`src/rtl/madgwick_arb_pkg.sv`:
```
// Shared types and widths for the Madgwick normalisation arbiter.
package madgwick_arb_pkg;

  localparam int unsigned ACC_MAG_SQR_WIDTH = 32;
  localparam int unsigned ARB_DATA_WIDTH    = ACC_MAG_SQR_WIDTH;

  typedef enum logic [1:0] {
    ARB_IDLE   = 2'd0,
    ARB_ISSUE  = 2'd1,
    ARB_WAIT   = 2'd2,
    ARB_RETURN = 2'd3
  } arb_state_t;

endpackage

```
`src/rtl/invsqrt_arbiter_if.sv`:
```
// Requester-side and fastInvSqrt-side handshakes of the shared inverse-sqrt arbiter.
interface invsqrt_arbiter_if
  import madgwick_arb_pkg::*;
#(
  parameter int unsigned NUM_REQ    = 3,
  parameter int unsigned DATA_WIDTH = ARB_DATA_WIDTH
);

  logic [NUM_REQ-1:0]            req_valid_in;
  logic [NUM_REQ-1:0]            req_ready_in;
  logic [NUM_REQ*DATA_WIDTH-1:0] req_data_in;
  logic [NUM_REQ-1:0]            req_valid_out;
  logic [NUM_REQ-1:0]            req_ready_out;
  logic [DATA_WIDTH-1:0]         req_data_out;

  logic                          isq_valid_in;
  logic                          isq_ready_in;
  logic [DATA_WIDTH-1:0]         isq_data_in;
  logic                          isq_valid_out;
  logic                          isq_ready_out;
  logic [DATA_WIDTH-1:0]         isq_data_out;

  // Arbiter side
  modport master (
    input  req_valid_in, req_data_in, req_ready_out,
           isq_ready_in, isq_valid_out, isq_data_out,
    output req_ready_in, req_valid_out, req_data_out,
           isq_valid_in, isq_data_in, isq_ready_out
  );

  // Requesters plus fastInvSqrt unit
  modport slave (
    output req_valid_in, req_data_in, req_ready_out,
           isq_ready_in, isq_valid_out, isq_data_out,
    input  req_ready_in, req_valid_out, req_data_out,
           isq_valid_in, isq_data_in, isq_ready_out
  );

endinterface

```
`src/rtl/rr_priority_pick.sv`:
```
// Combinational round-robin picker: first set bit of req scanning from rr_ptr+1 upward, wrapping.
module rr_priority_pick #(
  parameter int unsigned NUM_REQ = 3,
  parameter int unsigned IDX_W   = $clog2(NUM_REQ)
) (
  input  logic [NUM_REQ-1:0] req,
  input  logic [IDX_W-1:0]   rr_ptr,
  output logic [NUM_REQ-1:0] gnt,
  output logic [IDX_W-1:0]   idx,
  output logic               any
);

  logic [IDX_W:0]   sum;
  logic [IDX_W-1:0] cand;

  always_comb begin
    gnt  = '0;
    idx  = '0;
    any  = 1'b0;
    sum  = '0;
    cand = '0;
    for (int unsigned i = 1; i <= NUM_REQ; i++) begin
      // rr_ptr+i never exceeds 2*NUM_REQ-1, so one wrap subtraction is enough
      sum = {1'b0, rr_ptr} + (IDX_W+1)'(i);
      if (sum >= (IDX_W+1)'(NUM_REQ)) begin
        sum = sum - (IDX_W+1)'(NUM_REQ);
      end
      cand = sum[IDX_W-1:0];
      if (!any && req[cand]) begin
        any       = 1'b1;
        idx       = cand;
        gnt[cand] = 1'b1;
      end
    end
  end

endmodule

```
`src/rtl/invsqrt_arbiter.sv`:
```
// Round-robin arbiter sharing one fastInvSqrt unit among NUM_REQ normalisation stages.
// Optional watchdog with arb_timeout port: define INVSQRT_ARB_TIMEOUT_EN.
module invsqrt_arbiter
  import madgwick_arb_pkg::*;
#(
  parameter int unsigned NUM_REQ        = 3,
  parameter int unsigned DATA_WIDTH     = ARB_DATA_WIDTH,
  parameter int unsigned TIMEOUT_CYCLES = 64
) (
  input  logic                       clk,
  input  logic                       rst,
  invsqrt_arbiter_if.master          bus,
  output logic [$clog2(NUM_REQ)-1:0] grant_id,
  output logic                       busy
`ifdef INVSQRT_ARB_TIMEOUT_EN
  ,
  output logic                       arb_timeout
`endif
);

  localparam int unsigned IDX_W = $clog2(NUM_REQ);

  if (NUM_REQ < 2 || NUM_REQ > 8 || TIMEOUT_CYCLES == 0) begin : g_param_check
    $error("invsqrt_arbiter: NUM_REQ must be 2..8 and TIMEOUT_CYCLES nonzero");
  end

  arb_state_t            state_q, state_d;
  logic [IDX_W-1:0]      rr_ptr_q, rr_ptr_d;
  logic [IDX_W-1:0]      grant_q, grant_d;
  logic                  isq_valid_q, isq_valid_d;
  logic                  isq_ready_q, isq_ready_d;
  logic [DATA_WIDTH-1:0] isq_data_q, isq_data_d;
  logic [NUM_REQ-1:0]    req_valid_q, req_valid_d;
  logic [DATA_WIDTH-1:0] req_data_q, req_data_d;

  logic [NUM_REQ-1:0]    pick_gnt;
  logic [IDX_W-1:0]      pick_idx;
  logic                  pick_any;
  logic [DATA_WIDTH-1:0] pick_data;
  logic [NUM_REQ-1:0]    grant_oh;

`ifdef INVSQRT_ARB_TIMEOUT_EN
  localparam int unsigned CNT_W = $clog2(TIMEOUT_CYCLES + 1);
  logic [CNT_W-1:0] cnt_q, cnt_d;
  logic             tmo_q, tmo_d;
`endif

  rr_priority_pick #(
    .NUM_REQ (NUM_REQ),
    .IDX_W   (IDX_W)
  ) u_pick (
    .req    (bus.req_valid_in),
    .rr_ptr (rr_ptr_q),
    .gnt    (pick_gnt),
    .idx    (pick_idx),
    .any    (pick_any)
  );

  // Operand slice of the current winner
  always_comb begin
    pick_data = '0;
    for (int unsigned i = 0; i < NUM_REQ; i++) begin
      if (pick_idx == IDX_W'(i)) begin
        pick_data = bus.req_data_in[i*DATA_WIDTH +: DATA_WIDTH];
      end
    end
  end

  assign grant_oh = NUM_REQ'(1) << grant_q;

  always_ff @(posedge clk) begin
    if (rst) begin
      state_q     <= ARB_IDLE;
      rr_ptr_q    <= IDX_W'(NUM_REQ - 1);
      grant_q     <= '0;
      isq_valid_q <= 1'b0;
      isq_ready_q <= 1'b0;
      isq_data_q  <= '0;
      req_valid_q <= '0;
      req_data_q  <= '0;
`ifdef INVSQRT_ARB_TIMEOUT_EN
      cnt_q       <= '0;
      tmo_q       <= 1'b0;
`endif
    end else begin
      state_q     <= state_d;
      rr_ptr_q    <= rr_ptr_d;
      grant_q     <= grant_d;
      isq_valid_q <= isq_valid_d;
      isq_ready_q <= isq_ready_d;
      isq_data_q  <= isq_data_d;
      req_valid_q <= req_valid_d;
      req_data_q  <= req_data_d;
`ifdef INVSQRT_ARB_TIMEOUT_EN
      cnt_q       <= cnt_d;
      tmo_q       <= tmo_d;
`endif
    end
  end

  always_comb begin
    state_d     = state_q;
    rr_ptr_d    = rr_ptr_q;
    grant_d     = grant_q;
    isq_valid_d = isq_valid_q;
    isq_ready_d = isq_ready_q;
    isq_data_d  = isq_data_q;
    req_valid_d = req_valid_q;
    req_data_d  = req_data_q;
`ifdef INVSQRT_ARB_TIMEOUT_EN
    cnt_d       = cnt_q;
    tmo_d       = tmo_q;
`endif

    case (state_q)
      ARB_IDLE: begin
        if (pick_any) begin
          isq_data_d  = pick_data;
          grant_d     = pick_idx;
          isq_valid_d = 1'b1;
          state_d     = ARB_ISSUE;
`ifdef INVSQRT_ARB_TIMEOUT_EN
          cnt_d       = '0;
`endif
        end
      end
      ARB_ISSUE: begin
        if (isq_valid_q && bus.isq_ready_in) begin
          isq_valid_d = 1'b0;
          isq_ready_d = 1'b1;
          state_d     = ARB_WAIT;
        end
      end
      ARB_WAIT: begin
        if (bus.isq_valid_out && isq_ready_q) begin
          req_data_d  = bus.isq_data_out;
          isq_ready_d = 1'b0;
          req_valid_d = grant_oh;
          state_d     = ARB_RETURN;
        end
      end
      ARB_RETURN: begin
        if (bus.req_ready_out[grant_q]) begin
          req_valid_d = '0;
          rr_ptr_d    = grant_q;
          state_d     = ARB_IDLE;
        end
      end
      default: state_d = ARB_IDLE;
    endcase

`ifdef INVSQRT_ARB_TIMEOUT_EN
    // A result landing on the last allowed cycle still wins over the watchdog
    if (state_q == ARB_ISSUE || state_q == ARB_WAIT) begin
      cnt_d = cnt_q + CNT_W'(1);
      if (cnt_q == CNT_W'(TIMEOUT_CYCLES - 1) && state_d != ARB_RETURN) begin
        state_d     = ARB_RETURN;
        isq_valid_d = 1'b0;
        isq_ready_d = 1'b0;
        req_data_d  = '0;
        req_valid_d = grant_oh;
        tmo_d       = 1'b1;
      end
    end
    if (state_q == ARB_RETURN && bus.req_ready_out[grant_q]) begin
      tmo_d = 1'b0;
    end
`endif
  end

  assign bus.req_ready_in  = (state_q == ARB_IDLE) ? pick_gnt : '0;
  assign bus.req_valid_out = req_valid_q;
  assign bus.req_data_out  = req_data_q;
  assign bus.isq_valid_in  = isq_valid_q;
  assign bus.isq_data_in   = isq_data_q;
  assign bus.isq_ready_out = isq_ready_q;
  assign grant_id          = grant_q;
  assign busy              = (state_q != ARB_IDLE);
`ifdef INVSQRT_ARB_TIMEOUT_EN
  assign arb_timeout       = tmo_q;
`endif

endmodule

```
`src/flat_wrapper.sv`:
```
// flat-port wrapper written by rule: the top's interface ports become plain ports
module invsqrt_arbiter_flat import madgwick_arb_pkg::*;
#(
  parameter int unsigned NUM_REQ        = 3,
  parameter int unsigned DATA_WIDTH     = ARB_DATA_WIDTH,
  parameter int unsigned TIMEOUT_CYCLES = 64
)
  (clk, rst, grant_id, busy, bus_req_valid_in, bus_req_data_in, bus_req_ready_out, bus_isq_ready_in, bus_isq_valid_out, bus_isq_data_out, bus_req_ready_in, bus_req_valid_out, bus_req_data_out, bus_isq_valid_in, bus_isq_data_in, bus_isq_ready_out);
  invsqrt_arbiter_if #(.NUM_REQ(NUM_REQ), .DATA_WIDTH(DATA_WIDTH)) bus_i ();
  input  logic clk;
  input  logic rst;
  output logic [$clog2(NUM_REQ)-1:0] grant_id;
  output logic busy;
  input wire logic [$bits(bus_i.req_valid_in)-1:0] bus_req_valid_in;
  input wire logic [$bits(bus_i.req_data_in)-1:0] bus_req_data_in;
  input wire logic [$bits(bus_i.req_ready_out)-1:0] bus_req_ready_out;
  input wire logic [$bits(bus_i.isq_ready_in)-1:0] bus_isq_ready_in;
  input wire logic [$bits(bus_i.isq_valid_out)-1:0] bus_isq_valid_out;
  input wire logic [$bits(bus_i.isq_data_out)-1:0] bus_isq_data_out;
  output wire logic [$bits(bus_i.req_ready_in)-1:0] bus_req_ready_in;
  output wire logic [$bits(bus_i.req_valid_out)-1:0] bus_req_valid_out;
  output wire logic [$bits(bus_i.req_data_out)-1:0] bus_req_data_out;
  output wire logic [$bits(bus_i.isq_valid_in)-1:0] bus_isq_valid_in;
  output wire logic [$bits(bus_i.isq_data_in)-1:0] bus_isq_data_in;
  output wire logic [$bits(bus_i.isq_ready_out)-1:0] bus_isq_ready_out;
  assign bus_i.req_valid_in = bus_req_valid_in;
  assign bus_i.req_data_in = bus_req_data_in;
  assign bus_i.req_ready_out = bus_req_ready_out;
  assign bus_i.isq_ready_in = bus_isq_ready_in;
  assign bus_i.isq_valid_out = bus_isq_valid_out;
  assign bus_i.isq_data_out = bus_isq_data_out;
  assign bus_req_ready_in = bus_i.req_ready_in;
  assign bus_req_valid_out = bus_i.req_valid_out;
  assign bus_req_data_out = bus_i.req_data_out;
  assign bus_isq_valid_in = bus_i.isq_valid_in;
  assign bus_isq_data_in = bus_i.isq_data_in;
  assign bus_isq_ready_out = bus_i.isq_ready_out;
  invsqrt_arbiter #(.NUM_REQ(NUM_REQ), .DATA_WIDTH(DATA_WIDTH), .TIMEOUT_CYCLES(TIMEOUT_CYCLES)) u_core (.clk(clk), .rst(rst), .bus(bus_i), .grant_id(grant_id), .busy(busy));
endmodule
```
`config.mk`:
```
export PLATFORM = sky130hd
export DESIGN_NAME = invsqrt_arbiter_flat
export DESIGN_NICKNAME = d
export VERILOG_FILES = /design/src/rtl/madgwick_arb_pkg.sv /design/src/rtl/invsqrt_arbiter_if.sv /design/src/rtl/rr_priority_pick.sv /design/src/rtl/invsqrt_arbiter.sv /design/src/flat_wrapper.sv
export SDC_FILE = /design/constraint.sdc
export NUM_CORES = 1
export LEC_CHECK = 0
export BUFFER_PORTS_ARGS = -buffer_cell sky130_fd_sc_hd__buf_2
export CAP_MARGIN = 25
export CORE_MARGIN = 2
export CORE_UTILIZATION = 40
export CTS_CLUSTER_DIAMETER = 80
export DETAILED_ROUTE_END_ITERATION = 6
export PLACE_DENSITY = 0.76
export RECOVER_POWER = 100
export SYNTH_ARGS = -nofsm -noshare
export SYNTH_HDL_FRONTEND = slang
export SYNTH_SLANG_ARGS = --single-unit
```
`constraint.sdc`:
```
create_clock -name clk -period 2.4 [get_ports clk]
set_input_delay 0.36 -clock clk [delete_from_list [all_inputs] [get_ports clk]]
set_output_delay 0.36 -clock clk [all_outputs]
set_load 0.1 [all_outputs]
```
### After elaboration in Yosys (flattened, before gate mapping)

Index checks and enable logic that the tools add are counted.

* bits in registers: 75
* output and inout bits: 75
* logic and storage cells: 102

* bitwise gates (word level): 2
* reductions and logical operators: 22
* eq/ne operators: 9
* order comparisons: 10
* add/subtract/negate cells: 6
* mux-type cells: 44
* shifts and indexed selects: 1

Operator list (count)
* 2-to-1 mux 32 bit: 3
* 2-to-1 mux 2 bit: 10
* 2-to-1 mux 3 bit: 6
* 2-to-1 mux 1 bit: 14
* less-than comparator 2 x 3 -> 1 bit, second input constant: 4
* greater-or-equal comparator 3 x 2 -> 1 bit, second input constant: 3
* AND reduction 3 bit: 3
* binary-select mux 1 bit (select 2 bit): 4
* inequality test 2 x 1 -> 1 bit, second input constant: 4
* one-hot mux 2 bit (4 select lines): 1
* nonzero test 2 bit: 4
* logical AND 1 bit: 7
* adder 2 x 2 -> 3 bit, second input constant: 2
* demux 1 bit (select 2 bit): 3
* == test 2 bit, second input constant: 3
* greater-or-equal comparator 2 x 1 -> 1 bit, second input constant: 3
* bitwise OR 3 bit: 2
* one-hot mux 3 bit (2 select lines): 1
* AND reduction 2 bit: 3
* subtractor 2 bit, second input constant: 3
* == test 2 x 1 -> 1 bit, second input constant: 2
* logical NOT 2 bit: 2
* one-hot mux 1 bit (2 select lines): 2
* AND reduction 4 bit: 1
* other kinds (3): 4

### Logic depth before layout (Yosys ltp)

* word-level depth: 16
* mapped depth: 10
* depth with buffers taken out: 7

### By module

A second synthesis with hierarchy kept.

* cells, all modules: 480
* area total of the unflattened synthesis: 3843.7 um2

By module, submodules not included
* invsqrt_arbiter: times used 1, cells an instance 429, area an instance 3449.6 um2, seq. area each 1501.4 um2
* rr_priority_pick: times used 1, cells an instance 51, area an instance 394.1 um2, seq. area each 0.0 um2

### Worst setup path after synthesis

No wires, ideal clock.

* path kind: register to output
* start point: register u_core.rr_ptr_q[0]
* end point: output port bus_req_ready_in[1]
* setup slack: -1.976 ns
* arrival: 4.016 ns
* stages on the path, launching flop included: 8
* required time: 2.040 ns
* cells stage by stage: dfxtp_1 -> inv_1 -> ha_1 -> mux2_4 -> a22o_4 -> nor2_1 -> a222oi_1 -> o32ai_1

* longest elaborated chain between the ends: 13
* elaborated cells on any way between the ends: 45
* classes of those cells: add/sub (6); order compare (9); mux (21); bitwise (2); reduce/logical (7)

Ends and longest elaborated chain
* start, declared: RTL line invsqrt_arbiter.sv:28 `logic [IDX_W-1:0] rr_ptr_q, rr_ptr_d;`
* start signal, assigned: RTL line invsqrt_arbiter.sv:74 `rr_ptr_q <= IDX_W'(NUM_REQ - 1);`
* start signal, assigned: RTL line invsqrt_arbiter.sv:87 `rr_ptr_q <= rr_ptr_d;`
* adder 2 x 1 -> 3 bit: RTL line rr_priority_pick.sv:24 `sum = {1'b0, rr_ptr} + (IDX_W+1)'(i);`
* greater-or-equal comparator 3 x 2 -> 1 bit / subtractor 2 bit (equally long branches): RTL line rr_priority_pick.sv:25, rr_priority_pick.sv:26
* 2-to-1 mux 2 bit: RTL line rr_priority_pick.sv:25 `if (sum >= (IDX_W+1)'(NUM_REQ)) begin`
* less-than comparator 2 x 3 -> 1 bit (not written as such) (tied with other cells): RTL line rr_priority_pick.sv:32 `gnt[cand] = 1'b1;`
* logical AND 1 bit (not written as such) / 2-to-1 mux 1 bit (equally long branches): RTL line rr_priority_pick.sv:32, rr_priority_pick.sv:29
* 2-to-1 mux 1 bit, on equally long branches: RTL line rr_priority_pick.sv:32, rr_priority_pick.sv:29
* demux 1 bit (select 2 bit) / logical NOT 1 bit (equally long branches): RTL line rr_priority_pick.sv:32, rr_priority_pick.sv:29
* 2-to-1 mux 3 bit / logical AND 1 bit (equally long branches): RTL line rr_priority_pick.sv:29 `if (!any && req[cand]) begin`
* bitwise OR 3 bit (no source line) / 2-to-1 mux 1 bit (equally long branches)
* 2-to-1 mux 3 bit / logical NOT 1 bit (equally long branches): RTL line rr_priority_pick.sv:29
* bitwise OR 3 bit (no source line) / logical AND 1 bit (equally long branches)
* 2-to-1 mux 3 bit (*): RTL line rr_priority_pick.sv:29
* 2-to-1 mux 3 bit (*): RTL line invsqrt_arbiter.sv:171 `assign bus.req_ready_in = (state_q == ARB_IDLE) ? pick_gnt : '0;`
* end, declared: RTL line flat_wrapper.sv:20 `output wire logic [$bits(bus_i.req_ready_in)-1:0] bus_req_ready_in;`

Mark *: on every way between the ends. The rest lies on a longest branch, timed or not. The select of a mux whose other input is x is not followed.

### Final worst setup path

* start point: register u_core.rr_ptr_q[1]
* end point: output port bus_req_ready_in[2]

Same word-level chain as after synthesis.

==> metrics.csv <==
metric,value,unit
grt_pass1_wl,19150,um
cts_hold_buf,0,
worstPathRequired,2.04,ns
final_nets,844,
fin_util,58.52,%
cts-buffers-inserted,9,
core,9284,um2
vdd_ir_drop_max,769.1,uV
critPathLaunchType,register,
synth_top_family_by_area,compound AO/OA/AOI/OAI gates,
slew_headroom,16.86,%
pre_cts_ws,-0.006608,ns
crit_slowest_cell,mux2_2,
p_leak,2.322,nW
crit_chain,inv_2 -> ha_1 -> mux2_2 -> a21oi_1 -> nand4_1 -> a21oi_4 -> buf_12,
ys_warn_count,0,
hold_violations,0,
ys_ff_latch,75,
tns,-0.8595,ns
async_flop_share,0,%
worst-path-buf-inv,2,
min_period,2.703,ns
crit_fanout,6,
first_pass_iters,5,
vias,4426,
finClkSkew,0.01340,ns
synth_edf_count,0,
die_area,10410,um2
syn_area,3842,um2
yosysTopAreaCell,dfxtp_1,
drc,0,
place_congestion,0.8938,
ios,213,
ys_seq_area_share,39.08,%
areaGrowthSynthToFinish,41.39,%
clock_latency,0.35,ns
layout_setup_ws,-0.3032,ns
post_synth_fa_ha_maj_area_fraction,3.256,%
fp-row-count,35,
root_buffer,clkbuf_8,
final_cell_mix,"buf_2, dfxtp_1, nand2_1",
maxCapViolations,0,
synth_nets,632,
num_antenna_cells,0,
holdCritPathClass,in2reg,
cp.arrival,2.34,ns
cts_tree,done,
crit_family,compound AO/OA/AOI/OAI gates,
numClockSinks,75,
setup-violations-final,3,
slowest_delay,0.40,ns
synth_cells,484,
die_y,102.0,um
cellPowerDensity,1123,nW/um2
avgSynthCellArea,7.939,um2
multi_input_comb_area,2233,um2
max_freq,369.9,MHz
start_util,41.39,%
drtIter0Drc,161,
wire_per_inst,14.80,um
final.fill_count,912,
rsz0062_at_grt,true,
drtAntennaViolNets,0,
synth_simple_gate_area_share,18.59,%
portBuffers,212,
synth.area.mux_share,2.768,%
clkTransAtPathRegs,0.09,ns
routed_wl,12280,um
antenna_found_initial,0,
critPathCaptureType,output pin,
synth.top_cell.area_share,39.08,%
period_share,112.6,%
grt_max_degree,55,
slew_viol_final,0,
crit_type,reg2out,
violations,negative setup slack,
synth-xor-area-share,0,%
worstMarginPinSlew,1.252,ns
die_w,102.0,um
layout_commonest_cell,buf_2,
synth_cell_types,43,
seqCellArea,1509,um2
viasPerCell,5.333,
dp_hpwl,9171,um
synth_compound_area_share,30.74,%
outcome,"finished, violations left",
grt.total_usage,22.86,%
cts_max_level,3,
clk_path_buf_depth,2,
drive_gt1_share,30.10,%
synth_ff_type,dfxtp_1,
synth_area_leaders,"dfxtp_1, a21oi_1, nand2_1",
grt_pass1_vias,4112,
gr-total-overflow,0,
cell usage after synthesis (all sizes together) (11+ instances only):
| cell type | number |
|---|---|
| nand3 | 36 |
| clkbuf | 24 |
| o31ai | 25 |
| a21o | 11 |
| inv | 11 |
| buf | 16 |
| and3 | 23 |
| o21ai | 45 |
| nand2 | 72 |
| a21oi | 57 |
| a211oi | 24 |
| dfxtp | 75 |
area by class of cell:
class | count | area share, %
tap | 129 | 2.971
multi-input combinational | 358 | 41.11
clock buffer | 9 | 2.280
sequential | 75 | 27.78
clock inverter | 7 | 1.566
timing repair buffer | 241 | 23.45
inverter | 11 | 0.8521
sequential cells by signal, indices dropped and copies added, names as in the netlist:
| register | cells |
|---|---|
| u_core.bus.isq_ready_out | 1 |
| u_core.bus.req_data_out | 32 |
| u_core.state_q | 2 |
| u_core.rr_ptr_q | 2 |
| u_core.bus.isq_valid_in | 1 |
| u_core.grant_id | 2 |
| u_core.bus.isq_data_in | 32 |
| u_core.bus.req_valid_out | 3 |
through the flow:
step           hold WS, ns  power, mW  std cells  instance area, um2
2_1_floorplan       0.4677      4.376        484                3934
3_3_place_gp        0.4388      5.077        806                5225
3_5_place_dp        0.4455      5.127        806                5225
4_1_cts             0.2233      6.180        830                5514
5_1_grt             0.2231      6.409        830                5433
6_report            0.2394      6.099        830                5433
tightest hold or removal path, cell delays in order:
cell	delay (ns)
buf_2	0.09
nand2_1	0.04
a21oi_1	0.05
final timing paths:
check             slack, ns                                       end                                startpoint  depth (start not counted)
hold reg to reg        0.46  u_core.bus.req_data_out[25]$_SDFFE_PP0P_  u_core.bus.req_data_out[25]$_SDFFE_PP0P_                          2
hold / removal         0.24  u_core.bus.req_data_out[29]$_SDFFE_PP0P_                      bus_isq_data_out[29]                          3
setup reg to reg       0.02   u_core.bus.isq_data_in[31]$_SDFFE_PP0P_           u_core.rr_ptr_q[1]$_SDFFE_PP1P_                          8
setup / recovery      -0.30                       bus_req_ready_in[2]           u_core.rr_ptr_q[1]$_SDFFE_PP1P_                          7
cells by family (layout without fill, tap and decap cells):
| group | count (synthesis) | count (layout) |
|---|---|---|
| AO/OA/AOI/OAI | 185 | 185 |
| AND/OR/NAND/NOR | 153 | 153 |
| flip-flops | 75 | 75 |
| buffers and inverters | 51 | 268 |
| adder cells (fa/ha/maj) | 10 | 10 |
| multiplexers | 10 | 10 |
repair_timing:
action | CTS | global route
setup buffers | 8 | 0
gates cloned | 0 | 0
gates resized for setup | 5 | 3
pin swaps | 6 | 2
setup endpoints to repair | 4 | 18
power by group:
part           internal (mW)  switching (mW)
logic                  0.762            2.68
clock network          0.500           0.515
registers               1.48           0.161
total                   2.74            3.36
metal layers:
metal,routed length (um),track usage (%),vias up
met5,0,0,-
met4,150,5.846,0
met3,1096,6.498,12
met2,6215,40.69,200
met1,4818,27.07,2034
li1,-,-,2180
(Power assumes the default switching activity.)
